===== config.mk =====
export PLATFORM = sky130hd
export DESIGN_NAME = vx_ti_ray_dispatch
export DESIGN_NICKNAME = d
export VERILOG_FILES = /design/src/rtl/vx_ti_pkg.sv /design/src/rtl/vx_ti_lane_sel.sv /design/src/rtl/vx_ti_ray_dispatch.sv
export SDC_FILE = /design/constraint.sdc
export NUM_CORES = 2
export LEC_CHECK = 0
export BUFFER_PORTS_ARGS = -buffer_cell sky130_fd_sc_hd__buf_2
export CAP_MARGIN = 10
export CORE_AREA = 4 4 639 641
export DETAILED_ROUTE_END_ITERATION = 8
export DIE_AREA = 0 0 643 645
export MAX_ROUTING_LAYER = met4
export SLEW_MARGIN = 25
export SYNTH_ARGS = -nofsm -noshare
export SYNTH_HDL_FRONTEND = slang
export SYNTH_SLANG_ARGS = --single-unit

===== constraint.sdc =====
create_clock -name clk -period 72 [get_ports clk]
set_input_delay 7.2 -clock clk [delete_from_list [all_inputs] [get_ports clk]]
set_output_delay 7.2 -clock clk [all_outputs]
set_load 0.005 [all_outputs]

===== src/rtl/vx_ti_pkg.sv =====
// Shared types for the ray-trace dispatch path between the SFU and the T&I unit.
package vx_ti_pkg;

   // Packed ray: eight 32-bit words, origin in the low bits, root BVH index on top.
   localparam int unsigned TI_RAY_BITS   = 256;
   localparam int unsigned TI_ORIGIN_OFF = 0;
   localparam int unsigned TI_DIR_OFF    = 96;
   localparam int unsigned TI_TMAX_OFF   = 192;
   localparam int unsigned TI_ROOT_OFF   = 224;

   // Member order is MSB first, so org_x lands at TI_ORIGIN_OFF and root at TI_ROOT_OFF.
   typedef struct packed {
      logic [31:0] root;
      logic [31:0] tmax;
      logic [31:0] dir_z;
      logic [31:0] dir_y;
      logic [31:0] dir_x;
      logic [31:0] org_z;
      logic [31:0] org_y;
      logic [31:0] org_x;
   } ti_ray_t;

   // Per-lane hit record returned by the T&I unit.
   typedef struct packed {
      logic        hit;
      logic [31:0] t;
      logic [31:0] tri_idx;
   } ti_hit_t;

   typedef enum logic [1:0] {
      TI_IDLE   = 2'd0,
      TI_ISSUE  = 2'd1,
      TI_WAIT   = 2'd2,
      TI_COMMIT = 2'd3
   } ti_disp_state_e;

endpackage


===== src/rtl/vx_ti_lane_sel.sv =====
// Lowest-set-bit finder over a lane mask; gives the lane index and an any-set flag.
module vx_ti_lane_sel #(
   parameter  int unsigned NUM_LANES = 4,
   localparam int unsigned LANE_W    = (NUM_LANES > 1) ? $clog2(NUM_LANES) : 1
) (
   input  logic [NUM_LANES-1:0] mask_i,
   output logic [LANE_W-1:0]    idx_o,
   output logic                 valid_o
);

   // Scan from the top lane down so the lowest set lane is the last one written.
   always_comb begin
      // NOTE: defaults first so every path assigns both outputs and no latch is inferred.
      idx_o   = '0;
      valid_o = 1'b0;
      for (int i = NUM_LANES - 1; i >= 0; i--) begin
         if (mask_i[i]) begin
            idx_o   = LANE_W'(i);
            valid_o = 1'b1;
         end
      end
   end

endmodule


===== src/rtl/vx_ti_ray_dispatch.sv =====
// Serializes a warp-wide ray-trace request to the single-ray T&I unit, lowest
// active lane first, and gathers the per-lane hit records into one commit.
module vx_ti_ray_dispatch
   import vx_ti_pkg::*;
#(
   parameter  int unsigned NUM_LANES = 4,
   parameter  int unsigned TAG_WIDTH = 16,
   parameter  int unsigned RAY_BITS  = TI_RAY_BITS,
   localparam int unsigned LANE_W    = (NUM_LANES > 1) ? $clog2(NUM_LANES) : 1
) (
   input  logic                          clk,
   input  logic                          reset,
   // warp request from the SFU
   input  logic                          req_valid,
   output logic                          req_ready,
   input  logic [NUM_LANES-1:0]          req_tmask,
   input  logic [NUM_LANES*RAY_BITS-1:0] req_rays,
   input  logic [TAG_WIDTH-1:0]          req_tag,
   // single ray to the T&I unit
   output logic                          trav_req_valid,
   input  logic                          trav_req_ready,
   output logic [RAY_BITS-1:0]           trav_req_ray,
   output logic [LANE_W-1:0]             trav_req_lane,
   // hit record from the T&I unit
   input  logic                          trav_rsp_valid,
   output logic                          trav_rsp_ready,
   input  logic                          trav_rsp_hit,
   input  logic [31:0]                   trav_rsp_t,
   input  logic [31:0]                   trav_rsp_tri,
   // warp result to commit
   output logic                          commit_valid,
   input  logic                          commit_ready,
   output logic [NUM_LANES-1:0]          commit_tmask,
   output logic [TAG_WIDTH-1:0]          commit_tag,
   output logic [NUM_LANES-1:0]          commit_hit,
   output logic [NUM_LANES*32-1:0]       commit_t,
   output logic [NUM_LANES*32-1:0]       commit_tri,
   output logic                          busy
);

   ti_disp_state_e        state_q;
   logic [NUM_LANES-1:0]  tmask_q;
   logic [NUM_LANES-1:0]  pending_q;
   logic [TAG_WIDTH-1:0]  tag_q;
   logic [LANE_W-1:0]     cur_lane_q;
   logic [RAY_BITS-1:0]   rays_q [NUM_LANES];
   ti_hit_t               hits_q [NUM_LANES];

   logic [LANE_W-1:0]     sel_idx;
   logic                  sel_valid;

   vx_ti_lane_sel #(
      .NUM_LANES (NUM_LANES)
   ) u_lane_sel (
      .mask_i  (pending_q),
      .idx_o   (sel_idx),
      .valid_o (sel_valid)
   );

   // Dispatch FSM together with the captured request and the result slots.
   always_ff @(posedge clk) begin
      if (reset) begin
         // NOTE: ray and result storage is reset too, so every data output reads zero after reset.
         state_q    <= TI_IDLE;
         tmask_q    <= '0;
         pending_q  <= '0;
         tag_q      <= '0;
         cur_lane_q <= '0;
         for (int i = 0; i < NUM_LANES; i++) begin
            rays_q[i] <= '0;
            hits_q[i] <= '0;
         end
      end else begin
         // NOTE: non-blocking throughout, so every branch sees this cycle's register values.
         case (state_q)
            TI_IDLE: begin
               if (req_valid) begin
                  tmask_q   <= req_tmask;
                  pending_q <= req_tmask;
                  tag_q     <= req_tag;
                  for (int i = 0; i < NUM_LANES; i++) begin
                     rays_q[i] <= req_rays[i*RAY_BITS +: RAY_BITS];
                     hits_q[i] <= '0;
                  end
                  state_q <= (req_tmask != '0) ? TI_ISSUE : TI_COMMIT;
               end
            end
            TI_ISSUE: begin
               if (trav_req_ready) begin
                  cur_lane_q         <= sel_idx;
                  pending_q[sel_idx] <= 1'b0;
                  state_q            <= TI_WAIT;
               end
            end
            TI_WAIT: begin
               if (trav_rsp_valid) begin
                  hits_q[cur_lane_q] <= '{hit: trav_rsp_hit, t: trav_rsp_t, tri_idx: trav_rsp_tri};
                  // pending_q already has the outstanding lane cleared
                  state_q <= sel_valid ? TI_ISSUE : TI_COMMIT;
               end
            end
            TI_COMMIT: begin
               if (commit_ready) begin
                  state_q <= TI_IDLE;
               end
            end
            default: state_q <= TI_IDLE;
         endcase
      end
   end

   // Handshake outputs decode the state register only.
   assign req_ready      = (state_q == TI_IDLE);
   assign trav_req_valid = (state_q == TI_ISSUE);
   assign trav_rsp_ready = (state_q == TI_WAIT);
   assign commit_valid   = (state_q == TI_COMMIT);
   assign busy           = (state_q != TI_IDLE);

   // pending_q is frozen while ISSUE stalls, so the selected ray holds steady.
   assign trav_req_ray  = rays_q[sel_idx];
   assign trav_req_lane = sel_idx;

   assign commit_tmask = tmask_q;
   assign commit_tag   = tag_q;

   // Flatten the per-lane result slots onto the commit buses.
   always_comb begin
      commit_hit = '0;
      commit_t   = '0;
      commit_tri = '0;
      for (int i = 0; i < NUM_LANES; i++) begin
         commit_hit[i]         = hits_q[i].hit;
         commit_t[i*32 +: 32]   = hits_q[i].t;
         commit_tri[i*32 +: 32] = hits_q[i].tri_idx;
      end
   end

endmodule

==> run summary <==
The run finished with clean final reports. The synthesized netlist cell count came out at 3,775. The critical path data required time is about 65,000 ps. The clock slew seen by the registers of the worst setup and hold paths came out at 60 ps. The number of distinct library cells after synthesis came out at 38. In this run the remaining antenna-violating nets after routing total 0.

The max-cap check violation count is 0. The portion of synthesized cell area occupied by the leading cell type is 0.6900. Across every metal layer, demand over resource in global routing totals 0.1600. The region available for standard cell placement spans 0.4023 mm². The slew at the pin closest to its max-slew limit is 1056 ps.

The initial utilization of the core area, before any placement, comes to 0.1389. Counting the buffers created by CTS gives 156. The critical path class is reg -> out. Once layout is done, the placed cells without fillers occupy 0.07521 mm². The highest achievable clock rate came out at 0.07691 GHz. The average instance area after synthesis came out at 14.80 µm². The number of register bits inferred by synthesis is between 1,000 and 1,500. The worst setup path is launched from a flip-flop.

TritonCTS built the clock tree. The setup violation total in the final timing report came out at 0. The die height came out at 645 µm. The portion of total power attributed to sequential cells came out at 0.455. The number of antenna violations at the first check in global routing is 220. The share of post-route cells with drive strength above 1 is 0.3576. The count of input and output buffers is 1,657. Summed over all failing endpoints, the final setup total negative slack is 0 ps. The share of power burned in the clock network came out at 0.365. 1,658 I/O pins were placed. The number of detailed-routing iterations run before antenna repair is 6. After detailed routing, the number of remaining DRC violations is 0.

The post-synth net total is 4,890. The number of placed cells counting well taps is ~10,000. After layout, the minimum clock period comes to 13,000 ps.

The total number of H-tree levels is 4. The filler cell count is 43,910. The die area is 0.4147 mm². The number of cells in the finished layout apart from fillers came out at 10,850. For this run, the leading register cell type out of synthesis is edfxtp_1. Along the worst path, the maximum fanout reaches 50. The worst-case clock buffer depth is 4. IR analysis of the VDD net gives a maximum drop of 0.00001996 V. The number of max-slew violations in the final report came out at 0. The global-route wire length before repair came out at 423.6 mm. Of the available clock period, the critical path in the final layout requires 0.1806.

The layout net count came out at 6,442. After detailed placement, the total cell area comes to 0.07001 mm². The maximum number of pins on one net before global-route repair came out at 185. The number of hold violations in the final report is 0.

The category of the worst setup path capture point is a primary output. The estimated wirelength of the detail-placed design is 279.8 mm. In this run the static leakage power is 0.02946 µW. After clock tree synthesis, the repair step resized 0 gates. After synthesis, the cell types taking the most area are edfxtp_1 69%, and2_1 14%, a221o_1 4.6%.

The share of the yosys chip area belonging to registers is 0.7001. The post-synthesis cell area is 0.05588 mm². The average via count per standard cell came out at ~3.9. Counting flops with an async set or reset pin after synthesis yields a share of 0. In this run the clock root is driven by a clkbuf_16. The count of clock tree sinks came out at roughly 1,300. The worst hold path belongs to the class reg -> reg. Yosys mapped a number of flops with a built-in enable equal to 1,284. The final setup skew is 80.12 ps. The DRC marker count from the first detailed-route iteration is 4,819.

The clock insertion delay at the later pin of the skew report came out at 850 ps. The number of hold buffers added after CTS came out at 0. The combinational share of power is 0.180.

Relative to the synthesized area, the layout overhead comes to 34.61%. The via count of the first global-routing pass is 39,400. The setup slack of the worst register-to-register path is 64,810 ps. The overall die width came out at 643 µm. The ratio of total power to cell area came out at around 28 mW/mm². The routed length per placed instance came out at 31.48 µm. The net switching power came out at around 640 µW. The warning count from the yosys run came out at 0. The net switching share of the total power came out at 0.3017. The detailed router placed 41,890 vias in this run. The relative slew slack is 0.2963.

The post-CTS setup buffer count came out at 0. The arrival time of data at the critical path endpoint is 5800 ps. The internal cell power is 1490 µW. The worst hold slack is ~470 ps.

The total wire length is around 340 mm. The global-route congestion overflow total is 0. The weighted congestion reported at the end of routability-driven placement is 0.9733. The floorplan has approximately 230 rows. Setup repair after global routing left no endpoint under its margin. The library cell with the largest summed area after synthesis is edfxtp_1.
-- Yosys cell counts (3+ instances only) --
master / number
and2_1: 1285
edfxtp_1: 1284
nand2b_1: 263
a221o_1: 256
a32o_1: 256
clkbuf_1: 232
buf_2: 56
dfxtp_1: 28
a22o_1: 20
clkbuf_2: 18
buf_4: 12
nand2_1: 8
nor2_1: 8
a21oi_1: 6
buf_6: 6
o21ai_0: 5
nor2b_1: 4
inv_1: 3
-- power groups by stage --
stage	Combinational, µW	Clock, µW	Sequential [µW]
after floorplan	141	0	1010
after global placement	391	0	986
after detailed placement	392	0	984
after CTS	394	799	970
after global routing	407	827	976
final	383	779	971
-- critical path, stage by stage, from the launching register on --
cell and delay, ps:
dfxtp_4 500, nor2b_4 240, buf_4 490, buf_4 560
buf_4 450, buf_4 580, buf_4 700, a221o_1 250
a32o_1 670, buf_2 250
-- registers in the layout, summed over array words and instances, names as in the netlist --
register      count
pending_q         4
state_q           2
commit_tag       16
cur_lane_q        2
commit_tmask      4
hits_q          260
rays_q         1024
-- placed cells by master, fill, tap and decap left out, types with 6 or more instances in the layout --
cell,n
buf_2,1657
and2_1,1285
edfxtp_1,1284
nand2b_1,261
a221o_1,256
a32o_1,256
clkbuf_16,160
diode_2,117
buf_4,50
clkinv_1,34
clkbuf_1,31
dfxtp_1,26
a22o_1,20
clkinv_2,18
nand2_1,8
bufinv_16,8
nor2_1,6
clkinv_4,6
-- layer usage --
| metal | vias up | track usage | wire [µm] | share of wire |
|---|---|---|---|---|
| met5 | - | - | 0 | 0 |
| met1 | 21210 | 0.1789 | 126300 | 0.37 |
| met2 | 2697 | 0.2625 | 164200 | 0.48 |
| met4 | 0 | 0.05836 | 15640 | 0.046 |
| li1 | 17350 | - | - | - |
| met3 | 627 | 0.05699 | 35490 | 0.10 |
-- path summary, 6_finish.rpt --
path | start | to | cells after the start
max | pending_q[2] | trav_req_ray[105] | 9
min reg2reg | commit_tmask[3] | commit_tmask[3] | 1
max reg2reg | state_q[1] | rays_q[1][150] | 9
min | commit_tmask[3] | commit_tmask[3] | 1
-- kinds of logic after synthesis --
family                 synth area share
AOI/OAI and AO/OA               0.09725
buffers and inverters           0.02530
DFF                              0.7001
muxes                         0.0002015
and+or+nand+nor                  0.1772
-- per-stage QoR --
stage | utilization | setup slack, ps | power [µW]
CTS | 0.1861 | 58710 | 2163
floorplan | - | 43090 | 1153
detailed placement | 0.1740 | 58730 | 1376
global route | 0.1867 | 58650 | 2210
global placement | 0.1740 | 58820 | 1376
finish | 0.1870 | 59000 | 2133
-- cell type report --
class	instances	area, µm²	share of cell area
tap	5287	6615	0.08795
clock buffer	191	4120	0.05478
multi-input combinational	2135	15430	0.2052
clock inverter	84	729.5	0.009698
antenna	117	292.8	0.003893
timing repair buffer	1718	8869	0.1179
sequential	1312	39130	0.5202
inverter	4	30.03	0.0003992
No activity file was read; power rests on OpenSTA's default activity.
